==> src/rtl/div_unit.sv <==
// div_unit: iterative radix-2 restoring divider, WIDTH cycles per quotient.
// result = {remainder, quotient}; DIV uses magnitudes with signs reapplied at completion.
module div_unit #(
  parameter int WIDTH = 32
) (
  input  logic                 clk,
  input  logic                 resetn,
  input  logic                 start,
  input  logic                 signed_div,
  input  logic                 cancel,
  input  logic [WIDTH-1:0]     dividend,
  input  logic [WIDTH-1:0]     divisor,
  output logic [2*WIDTH-1:0]   result,
  output logic                 ready,
  output logic                 busy
);
  localparam int CW = $clog2(WIDTH);
  localparam logic [CW-1:0] LAST = CW'(WIDTH - 1);
  typedef enum logic [1:0] {IDLE, DIVZERO, ON, END} state_t;
  state_t state, nxt;
  logic [CW-1:0] cnt;
  logic [WIDTH-1:0] rem, quo, dvs, rem_n, quo_n, a_abs, b_abs;
  logic [WIDTH:0] shifted, diff;
  logic q_neg, r_neg;
  always_comb begin
    shifted = {rem, quo[WIDTH-1]};
    diff    = shifted - {1'b0, dvs};
    rem_n   = diff[WIDTH] ? shifted[WIDTH-1:0] : diff[WIDTH-1:0];
    quo_n   = {quo[WIDTH-2:0], ~diff[WIDTH]};
    a_abs   = (signed_div && dividend[WIDTH-1]) ? -dividend : dividend;
    b_abs   = (signed_div && divisor[WIDTH-1]) ? -divisor : divisor;
  end
  always_comb begin
    nxt = state;
    case (state)
      IDLE:    if (start && !cancel) nxt = (divisor == '0) ? DIVZERO : ON;
      DIVZERO: nxt = cancel ? IDLE : END;
      ON:      nxt = cancel ? IDLE : ((cnt == LAST) ? END : ON);
      END:     nxt = (cancel || !start) ? IDLE : END;
      default: nxt = IDLE;
    endcase
  end
  always_ff @(posedge clk or negedge resetn) begin
    if (!resetn) begin
      state  <= IDLE;
      cnt    <= '0;
      rem    <= '0;
      quo    <= '0;
      dvs    <= '0;
      q_neg  <= 1'b0;
      r_neg  <= 1'b0;
      result <= '0;
      ready  <= 1'b0;
      busy   <= 1'b0;
    end else begin
      state <= nxt;
      ready <= (nxt == END);
      busy  <= (nxt == DIVZERO) || (nxt == ON);
      if (state == IDLE && nxt != IDLE) begin
        rem   <= '0;
        quo   <= a_abs;
        dvs   <= b_abs;
        cnt   <= '0;
        q_neg <= signed_div && (dividend[WIDTH-1] ^ divisor[WIDTH-1]);
        r_neg <= signed_div && dividend[WIDTH-1];
      end
      if (state == ON) begin
        rem <= rem_n;
        quo <= quo_n;
        cnt <= cnt + 1'b1;
      end
      // a cancel on the completion edge leaves result untouched
      if (state == ON && nxt == END)
        result <= {r_neg ? -rem_n : rem_n, q_neg ? -quo_n : quo_n};
      if (state == DIVZERO && nxt == END)
        result <= '0;
    end
  end
endmodule

==> config.mk <==
export PLATFORM = sky130hd
export DESIGN_NAME = div_unit
export DESIGN_NICKNAME = d
export VERILOG_FILES = /design/src/rtl/div_unit.sv
export SDC_FILE = /design/constraint.sdc
export NUM_CORES = 1
export LEC_CHECK = 0
export CAP_MARGIN = 10
export CORE_MARGIN = 1.5
export CORE_UTILIZATION = 60
export DETAILED_ROUTE_END_ITERATION = 8
export DONT_BUFFER_PORTS = 1
export GPL_ROUTABILITY_DRIVEN = 0
export PLACE_DENSITY = 0.75
export SYNTH_ARGS = -nofsm -noshare
export SYNTH_HDL_FRONTEND = slang
export SYNTH_SLANG_ARGS = --single-unit
==> constraint.sdc <==
create_clock -name clk -period 9.22 [get_ports clk]
set_input_delay 1.844 -clock clk [delete_from_list [all_inputs] [get_ports clk]]
set_output_delay 1.844 -clock clk [all_outputs]
set_load 0.02 [all_outputs]
**Word level (Yosys, flattened, before mapping)**

Index checks and enable logic that the tools add are counted.

- Bits in registers: 171
- Latch bits: 0
- RAM bits: 0
- Memory bits (read-only): 0
- Bits of input ports: 69
- Word-level logic and storage cells: 61
- Memories: 0

- Add/sub/neg operators: 6
- $mul: 0
- Divide/modulo/power cells: 0
- Order comparisons: 0
- Equality and inequality tests: 7
- Shifts and indexed selects: 0
- Multiplexer cells: 20
- Bitwise gates (word level): 2
- Reduce and logical (&&, ||, !) cells: 16

Operator list:

| cell | count |
|---|---|
| $mux 32 | 9 |
| $mux 64 | 2 |
| $neg 32->32 | 4 |
| $sub 33x32->33 | 1 |
| $logic_not 32->1 | 1 |
| $mux 2 | 5 |
| $mux 5 | 2 |
| $eq 2x2->1 const B | 4 |
| $pmux 2 s4 | 1 |
| $logic_and 1x1->1 | 7 |
| $reduce_bool 2->1 | 3 |
| $add 5x1->5 const B | 1 |
| $eq 5x5->1 const B | 1 |
| $eq 2x1->1 const B | 2 |
| $logic_not 1->1 | 2 |
| $logic_not 2->1 | 1 |
| $logic_or 1x1->1 | 2 |
| $mux 1 | 1 |
| $not 1->1 | 1 |
| $xor 1x1->1 | 1 |

**Logic depth before layout (Yosys ltp)**

Gate-level depths: netlist of the first run.

- Word-level depth: 8
- Mapped depth: 23
- Gate-level depth less buffers: 20

**Least setup slack after synthesis of the first run**

OpenSTA, ideal clock, no wires.

- Path type: in2reg
- Start: in divisor[8]
- End: reg quo[27]
- Setup time: 0.135 ns
- Arrival: 5.569 ns
- Data required time: 9.085 ns
- Slack: 3.516 ns
- Stages on the path: 16
- Path buffers: 1
- Cells stage by stage: or4_1 nor3_1 nand3_1 nor2_1 nand2_1 or3_1 or3_1 nand3b_1 a31oi_1 inv_1 ha_1 nor3_1 nor2_1 clkbuf_1 a22oi_1 o21ai_0

- Word-level cells in the longest chain between the ends: 7

RTL lines:

| element | line | RTL |
|---|---|---|
| start: declaration | 12 | `input logic [WIDTH-1:0] divisor,` |
| $logic_not 32->1 | 36 | `IDLE: if (start && !cancel) nxt = (divisor == '0) ? DIVZERO : ON;` |
| $mux 2 (2 in a row) | 36 |  |
| $pmux 2 s4 | 35 | `case (state)` |
| via nxt[0] | 20 | `state_t state, nxt;` |
| $reduce_bool 2->1 | 59 | `if (state == IDLE && nxt != IDLE) begin` |
| $logic_and 1x1->1 | 59 |  |
| $reduce_bool 2->1 (no line) | n/a |  |
| end signal: assignment | 61 | `quo <= a_abs;` |
| end signal: assignment | 69 | `quo <= quo_n;` |
| end: declaration | 22 | `logic [WIDTH-1:0] rem, quo, dvs, rem_n, quo_n, a_abs, b_abs;` |

The timed path passes the listed nets, and every way through them passes these cells.
A chain may end at the register's enable or synchronous reset.

**Worst setup path in the final report of the first run**

- Start: reg quo[31]
- End: reg result[60]

- Word-level cells in the longest chain between the ends: 6

RTL lines:

| element | line | RTL |
|---|---|---|
| $sub 33x32->33 | 27 | `diff = shifted - {1'b0, dvs};` |
| $mux 32 (*) | 28 | `rem_n = diff[WIDTH] ? shifted[WIDTH-1:0] : diff[WIDTH-1:0];` |
| $neg 32->32 | 74 | `result <= {r_neg ? -rem_n : rem_n, q_neg ? -quo_n : quo_n};` |
| $mux 32 (*) | 74 |  |
| $mux 64 (*) | 73 | `if (state == ON && nxt == END)` |
| $mux 64 (*) | 75 | `if (state == DIVZERO && nxt == END)` |
| end signal: assignment | 74 |  |
| end: declaration | 13 | `output logic [2*WIDTH-1:0] result,` |

Mark *: on every way between the ends. The rest lies on a longest branch, timed or not. The select of a mux whose other input is x is not followed.

==> results of run 1 <==
==> layout make-up <==
cell class                 instances  area share (%)
clock inverter                    12           1.089
sequential                       171           34.18
tap                              265           2.648
timing repair buffer               7          0.4197
multi-input combinational       1120           56.15
inverter                          61           1.869
clock buffer                      20           3.647
==> cells by family after synthesis <==
group                    after synthesis  share of synthesized area (%)
AO/OA/AOI/OAI                        455                          23.58
XOR/XNOR                             140                          10.35
adder cells (fa/ha/maj)               41                          4.394
buffers and inverters                138                          4.795
flip-flops                           171                          36.12
multiplexers                          30                          2.545
AND/OR/NAND/NOR                      454                          18.21
==> registers in the layout, summed over array words and instances (netlist names) <==
register and cells:
result 64, rem 32, cnt 5, busy 1, quo 32, ready 1
q_neg 1, dvs 32, r_neg 1, state 2
==> power by group through the flow <==
stage	combinational [mW]	clock [mW]	sequential [mW]
2_1_floorplan	1.90	0	1.02
3_3_place_gp	2.29	0	1.09
3_5_place_dp	2.34	0	1.09
4_1_cts	2.35	0.747	1.08
5_1_grt	2.64	0.777	1.11
6_report	2.40	0.741	1.09
==> path summary, 6_finish.rpt <==
kind | start | slack [ns] | cells past startpoint | to
hold / removal | dvs[3] | 0.48 | 2 | dvs[3]
setup / recovery | quo[31] | 3.29 | 20 | result[60]
setup reg to reg | quo[31] | 3.29 | 20 | result[60]
max in group asynchronous | resetn | 7.87 | 0 | rem[4]
hold reg to reg | dvs[3] | 0.48 | 2 | dvs[3]
min in group asynchronous | resetn | 1.10 | 0 | ready
==> through the flow <==
| stage | hold WS [ns] | cells | total power [mW] | instance area [um^2] | setup WS [ns] |
|---|---|---|---|---|---|
| detailed placement | 0.4699 | 1624 | 3.429 | 11930 | 2.993 |
| CTS | 0.4842 | 1656 | 4.175 | 12520 | 3.437 |
| finish | 0.4802 | 1656 | 4.225 | 12520 | 3.293 |
| global placement | 0.4610 | 1624 | 3.378 | 11930 | 3.114 |
| global route | 0.4978 | 1656 | 4.523 | 12520 | 2.954 |
| floorplan | 0.4494 | 1429 | 2.920 | 11850 | 3.516 |
==> routing by layer <==
metal  vias up  GRT usage (%)  share of wire (%)
li1       5022              -                  -
met1      4836          45.95                 47
met2       423          42.36                 42
met3        41          5.865                9.0
met4         0          7.250                1.5
met5         -              0                  0
==> synth_stat cells, types with 7 or more instances <==
master,count
nand4_1,11
inv_1,60
a211oi_1,7
a21o_1,15
nor4_1,20
a22oi_1,35
or4_1,10
o211ai_1,14
and2_1,13
nor2_1,76
or3_1,16
clkbuf_1,54
ha_1,40
o21a_1,8
mux2i_1,29
a21oi_1,66
o41ai_1,7
o21ai_1,37
nand2_1,190
o31ai_1,19
o21ai_0,189
buf_2,12
nor3_1,24
xnor2_1,74
nand3_1,53
xor2_1,66
a31oi_1,16
dfrtp_1,171
==> worst max-delay path: stages, from the launching register on <==
cell and delay, ns:
dfrtp_1 0.46, inv_1 0.09, ha_1 0.15, inv_1 0.05, fa_1 0.44, a211oi_1 0.35, o211ai_2 0.16, a21oi_1 0.47
a21oi_1 0.25, a221oi_4 0.30, buf_4 0.61, inv_6 0.27, a21oi_1 0.33, ha_1 0.31, nand3_1 0.11, or3_1 0.36
o21ai_0 0.17, nand3_1 0.27, o31a_1 0.37, xnor2_1 0.15, o21ai_1 0.07
==> results by group, run 1 <==
Timing
  – Slew at the pin with the worst max-slew slack: 1.074 ns
  – Setup_tns: 0 ns
  – Slew Limit Fails: 0
  – Setup violations, final: 0
  – Max Clock Freq: around 170 MHz
  – Crit share post-route: between 60% and 70%
  – Max Clock Skew: around 0.011 ns
  – Slew headroom: between 20 and 30%
  – RSZ-0062 raised after global routing: no
  – Period minus WS final: approximately 5.9 ns
  – Final Hold Vio Count: 0

Power and ir drop
  – Switching part of the total: between 40% and 50%
  – Internal power: 2.212 mW
  – P_sw: around 2.0 mW
  – Power density over cell area: between 300 and 400 nW/um^2
  – Sequential power share: between 20 and 30%
  – Gate power share: ~57%
  – Pleak: ~5.3 nW
  – VDD IR max: 0.1516 mV
  – Clock share of power: between 15 and 20%

Clock network
  – Worst skew pair latency: between 0.4 and 0.5 ns
  – Clock sink total: approximately 170
  – Clock Pin Slew Worst Setup and Hold Paths: ~0.070 ns
  – Setup Fix Bufs, Post-CTS: 0
  – Root Driver: clkbuf_16
  – Post-CTS Resized: 0
  – Hold_buf cts: 0
  – Worst-case clock buffer depth: 2
  – H-Tree Depth: 4
  – CTS tree: yes
  – CTS Buf Count: 17

Worst setup path
  – Crit-path max FO: 54
  – Worst Path Arrival: just over 6 ns
  – Worst path required time: 9.50 ns
  – Worst Setup End Kind: flip-flop
  – Worst Setup Start Kind: flip-flop
  – Critical path class: reg2reg

Finish
  – Ratio of cells with drive above 1 in the final layout: under 10%
  – Ant. Diodes: 0
  – Area growth, synth to finish: 5.693%
  – FILL cells: around 1700
  – Multi-input logic area: roughly 7000 um^2
  – Nets: 1488
  – Utilization after layout: between 60 and 70%
  – Commonest cells after routing, fill and taps aside: nand2_1 (189), o21ai_0 (189), dfrtp_1 (171)
  – Reg area: 4279 um^2

GRT
  – Overflow after GRT: 0
  – Vias in the first global route: approximately 9500
  – GRT Total Usage: between 20% and 30%
  – Initial antenna violation count: 0
  – First-pass GRT wire length: 48650 um
  – Largest net degree at the start of global routing: ~170

Synthesis
  – Mapped Cells: 1429
  – Syn_nets: about 1500
  – Sequential share of the synthesized area: 36.12%
  – Cell Area, Synth: roughly 12000 um^2
  – Area share of the largest cell type after synthesis: between 30% and 40%
  – Async SR Flop Fraction: 100.0%
  – YS warnings: 0
  – Count of cell types in the netlist: 75
  – Top_reg_cell synth: dfrtp_1
  – Area leader, netlist: dfrtp_1
  – Mean instance size in the synthesized netlist: 8.290 um^2
  – #FFs+latches synth: roughly 170
  – EDFF count, synth: 0
  – Synth top area cells: dfrtp_1 (36%), o21ai_0 (8.0%), nand2_1 (6.0%), xnor2_1 (5.5%), xor2_1 (4.9%)

Detailed routing
  – First-pass DRT Iterations: 6
  – DR iter-0 viols: approximately 1200
  – Final wirelength: around 30000 um
  – Vias/cell: between 6 and 7
  – DR DRC count: 0
  – Wire length per cell: approximately 18 um
  – Routed Antenna Nets: 0
  – Vias: 10320

Floorplan
  – Total die area: 20600 um^2
  – Die Y: about 140 um
  – Core area: around 19000 um^2
  – I/O pins: approximately 140
  – Site Rows: just over 50
  – Initial Utilization: 61.07%
  – Die X-Extent: around 140 um

Outcome
  – Status: finished, final reports clean

Place
  – IO Port Bufs: 0
  – Hpwl dp: 21590 um

Worst hold path
  – Hold Path Class: reg2reg

Job
  – Max Cap Viol: 0
Note: power is estimated with default switching activity, not from simulation.
==> run 2: changes to the inputs <==
- clock period: 9.22 -> 5.95 ns (I/O delays scaled with it)
==> run 2 against run 1 <==
First-iteration DRC count decreased by 11%. Cell area is 0.69% higher. Global-route usage shrank 0.37 points. Sequential cell count stayed put. Combinational power is 55% higher. Count of clock-buffer cells in the layout fell by 2. Wire length is 1.4% lower. Critical endpoint unchanged.
==> results by group, run 2 (same netlist as run 1, synthesis figures left out) <==
Clock network
  – Clock sink total: 171 (unchanged)
  – Setup Fix Bufs, Post-CTS: 0 (unchanged)
  – Worst-case clock buffer depth: 2 (unchanged)
  – CTS Buf Count: 17 (unchanged)
  – H-Tree Depth: 4 (unchanged)
  – Root Driver: clkbuf_16 (unchanged)
  – Post-CTS Resized: 0 (unchanged)
  – CTS tree: yes (unchanged)
  – Clock Pin Slew Worst Setup and Hold Paths: 0.07 ns (about the same)
  – Worst skew pair latency: 0.44 ns (about the same)
  – Hold_buf cts: 0 (unchanged)

Detailed routing
  – Wire length per cell: 17.80 um (was 18.11 um)
  – DR DRC count: 0 (unchanged)
  – Routed Antenna Nets: 0 (unchanged)
  – Vias/cell: 6.202 (was 6.233)
  – First-pass DRT Iterations: 9 (was 6)
  – Final wirelength: 29560 um (was 29990 um)
  – DR iter-0 viols: 1074 (was 1213)
  – Vias: 10300 (was 10320)

Finish
  – Nets: 1492 (was 1488)
  – Top reg by flops: result (unchanged)
  – Commonest cells after routing, fill and taps aside: nand2_1 (189), o21ai_0 (189), dfrtp_1 (171) (unchanged)
  – Ant. Diodes: 0 (unchanged)
  – Area growth, synth to finish: 6.422% (was 5.693%)
  – Ratio of cells with drive above 1 in the final layout: 5.305% (was 4.960%)
  – Max reg flops: 64 (unchanged)
  – Design area: 12610 um^2 (was 12520 um^2)
  – Utilization after layout: 64.99% (was 64.54%)

Floorplan
  – Die Y: 143.5 um (unchanged)
  – I/O pins: 135 (unchanged)
  – Initial Utilization: 61.07% (unchanged)
  – Core area: 19400 um^2 (unchanged)
  – Total die area: 20600 um^2 (unchanged)
  – Site Rows: 51 (unchanged)
  – Die X-Extent: 143.5 um (unchanged)

GRT
  – Vias in the first global route: 9426 (was 9487)
  – GRT Total Usage: 29.39% (was 29.76%)
  – First-pass GRT wire length: 47890 um (was 48650 um)
  – Initial antenna violation count: 0 (unchanged)
  – Largest net degree at the start of global routing: 172 (unchanged)
  – Overflow after GRT: 0 (unchanged)

Worst setup path
  – Worst Path Arrival: 5.39 ns (was 6.21 ns)
  – R2R cell count: 19 (was 20)
  – Worst Setup Start Kind: flip-flop (unchanged)
  – Worst Setup End Kind: flip-flop (unchanged)
  – Critical path class: reg2reg (unchanged)
  – Crit-path max FO: 37 (was 54)
  – Worst path required time: 6.25 ns (was 9.50 ns)

Power and ir drop
  – VDD IR max: 0.2774 mV (was 0.1516 mV)
  – Pleak: 5.325 nW (was 5.281 nW)
  – Power density over cell area: 523.1 nW/um^2 (was 337.4 nW/um^2)

Place
  – Pre-CTS WS: 0.7599 ns (was 2.993 ns)
  – Post-DP Area: 11980 um^2 (was 11930 um^2)
  – Hpwl dp: 21580 um (was 21590 um)
  – IO Port Bufs: 0 (unchanged)

Timing
  – Max Clock Skew: 0.01201 ns (was 0.01118 ns)
  – Final Hold Vio Count: 0 (unchanged)
  – Final WS setup: 0.8634 ns (was 3.293 ns)
  – Slew headroom: 34.67% (was 28.16%)
  – Setup violations, final: 0 (unchanged)
  – RSZ-0062 raised after global routing: no (unchanged)
  – Slew at the pin with the worst max-slew slack: 0.9799 ns (was 1.074 ns)
  – Crit share post-route: 85.49% (was 64.29%)
  – Setup_tns: 0 ns (unchanged)
  – Slew Limit Fails: 0 (unchanged)
  – Period minus WS final: 5.087 ns (was 5.927 ns)
  – Max Clock Freq: 196.6 MHz (was 168.7 MHz)

Job
  – Max Cap Viol: 0 (unchanged)

Worst hold path
  – Hold Path Class: in2async (was reg2reg)

Outcome
  – Status: finished, final reports clean (unchanged)
[run 2: changes by cell type in the layout (fill, tap and decap cells not counted), sizes merged]
cell | previous run | this run
buf | 7 | 11
clkinv | 3 | 6
clkbuf | 20 | 18
bufinv | 2 | 3
clkinvlp | 2 | 1
inv | 66 | 65
[run 2: metal layers]
metal  share of wire, %  global-route usage (%)  wire [um]  up-vias
met5                  0                       0          0        -
met4                1.5                   7.626        431        0
met3                8.8                   6.265       2615       45
met2                 41                   41.60      12200      430
met1                 48                   45.12      14310     4803
li1                   -                       -          -     5017
[run 2: final cells by class]
type                    instances  area [um^2]
fillers                      1700         6792
clock buffers                  18        439.2
well taps                     265        331.6
clock inverters                14        185.2
inverters                      61        234.0
repair buffers                 11        107.6
flip-flops and latches        171         4279
multi-input cells            1120         7030
[run 2: report_power, final]
part	total (mW)	switching [mW]	internal, mW
Combinational	3.72	2.31	1.40
Clock	1.19	0.509	0.681
Sequential	1.69	0.310	1.38
[run 2: critical path: stages, from the launching register on]
cell	delay (ns)
dfrtp_1	0.44
inv_1	0.09
ha_1	0.16
inv_1	0.05
fa_1	0.43
a211oi_1	0.38
o211ai_2	0.16
a21oi_1	0.43
a21oi_1	0.24
a221oi_4	0.41
inv_6	0.19
a21oi_1	0.30
ha_1	0.29
nand3_1	0.11
or3_1	0.34
o21ai_0	0.12
nand3_1	0.21
o31a_1	0.35
xnor2_1	0.14
o21ai_1	0.08
[run 2: final timing paths]
check | slack [ns] | from | end
worst max-delay path | 0.86 | quo[31] | result[60]
worst max register to register | 0.86 | quo[31] | result[60]
max in group asynchronous | 5.21 | resetn | result[42]
worst min-delay path | 0.44 | resetn | quo[8]
min in group clk | 0.48 | dvs[13] | dvs[13]
worst min register to register | 0.48 | dvs[13] | dvs[13]
[run 2: through the flow]
stage	hold WS [ns]	std cells	power (mW)
floorplan	0.4494	1429	4.525
global placement	0.4598	1628	5.250
detailed placement	0.4704	1628	5.308
CTS	0.4355	1660	6.517
global route	0.4238	1660	7.074
finish	0.4438	1660	6.595
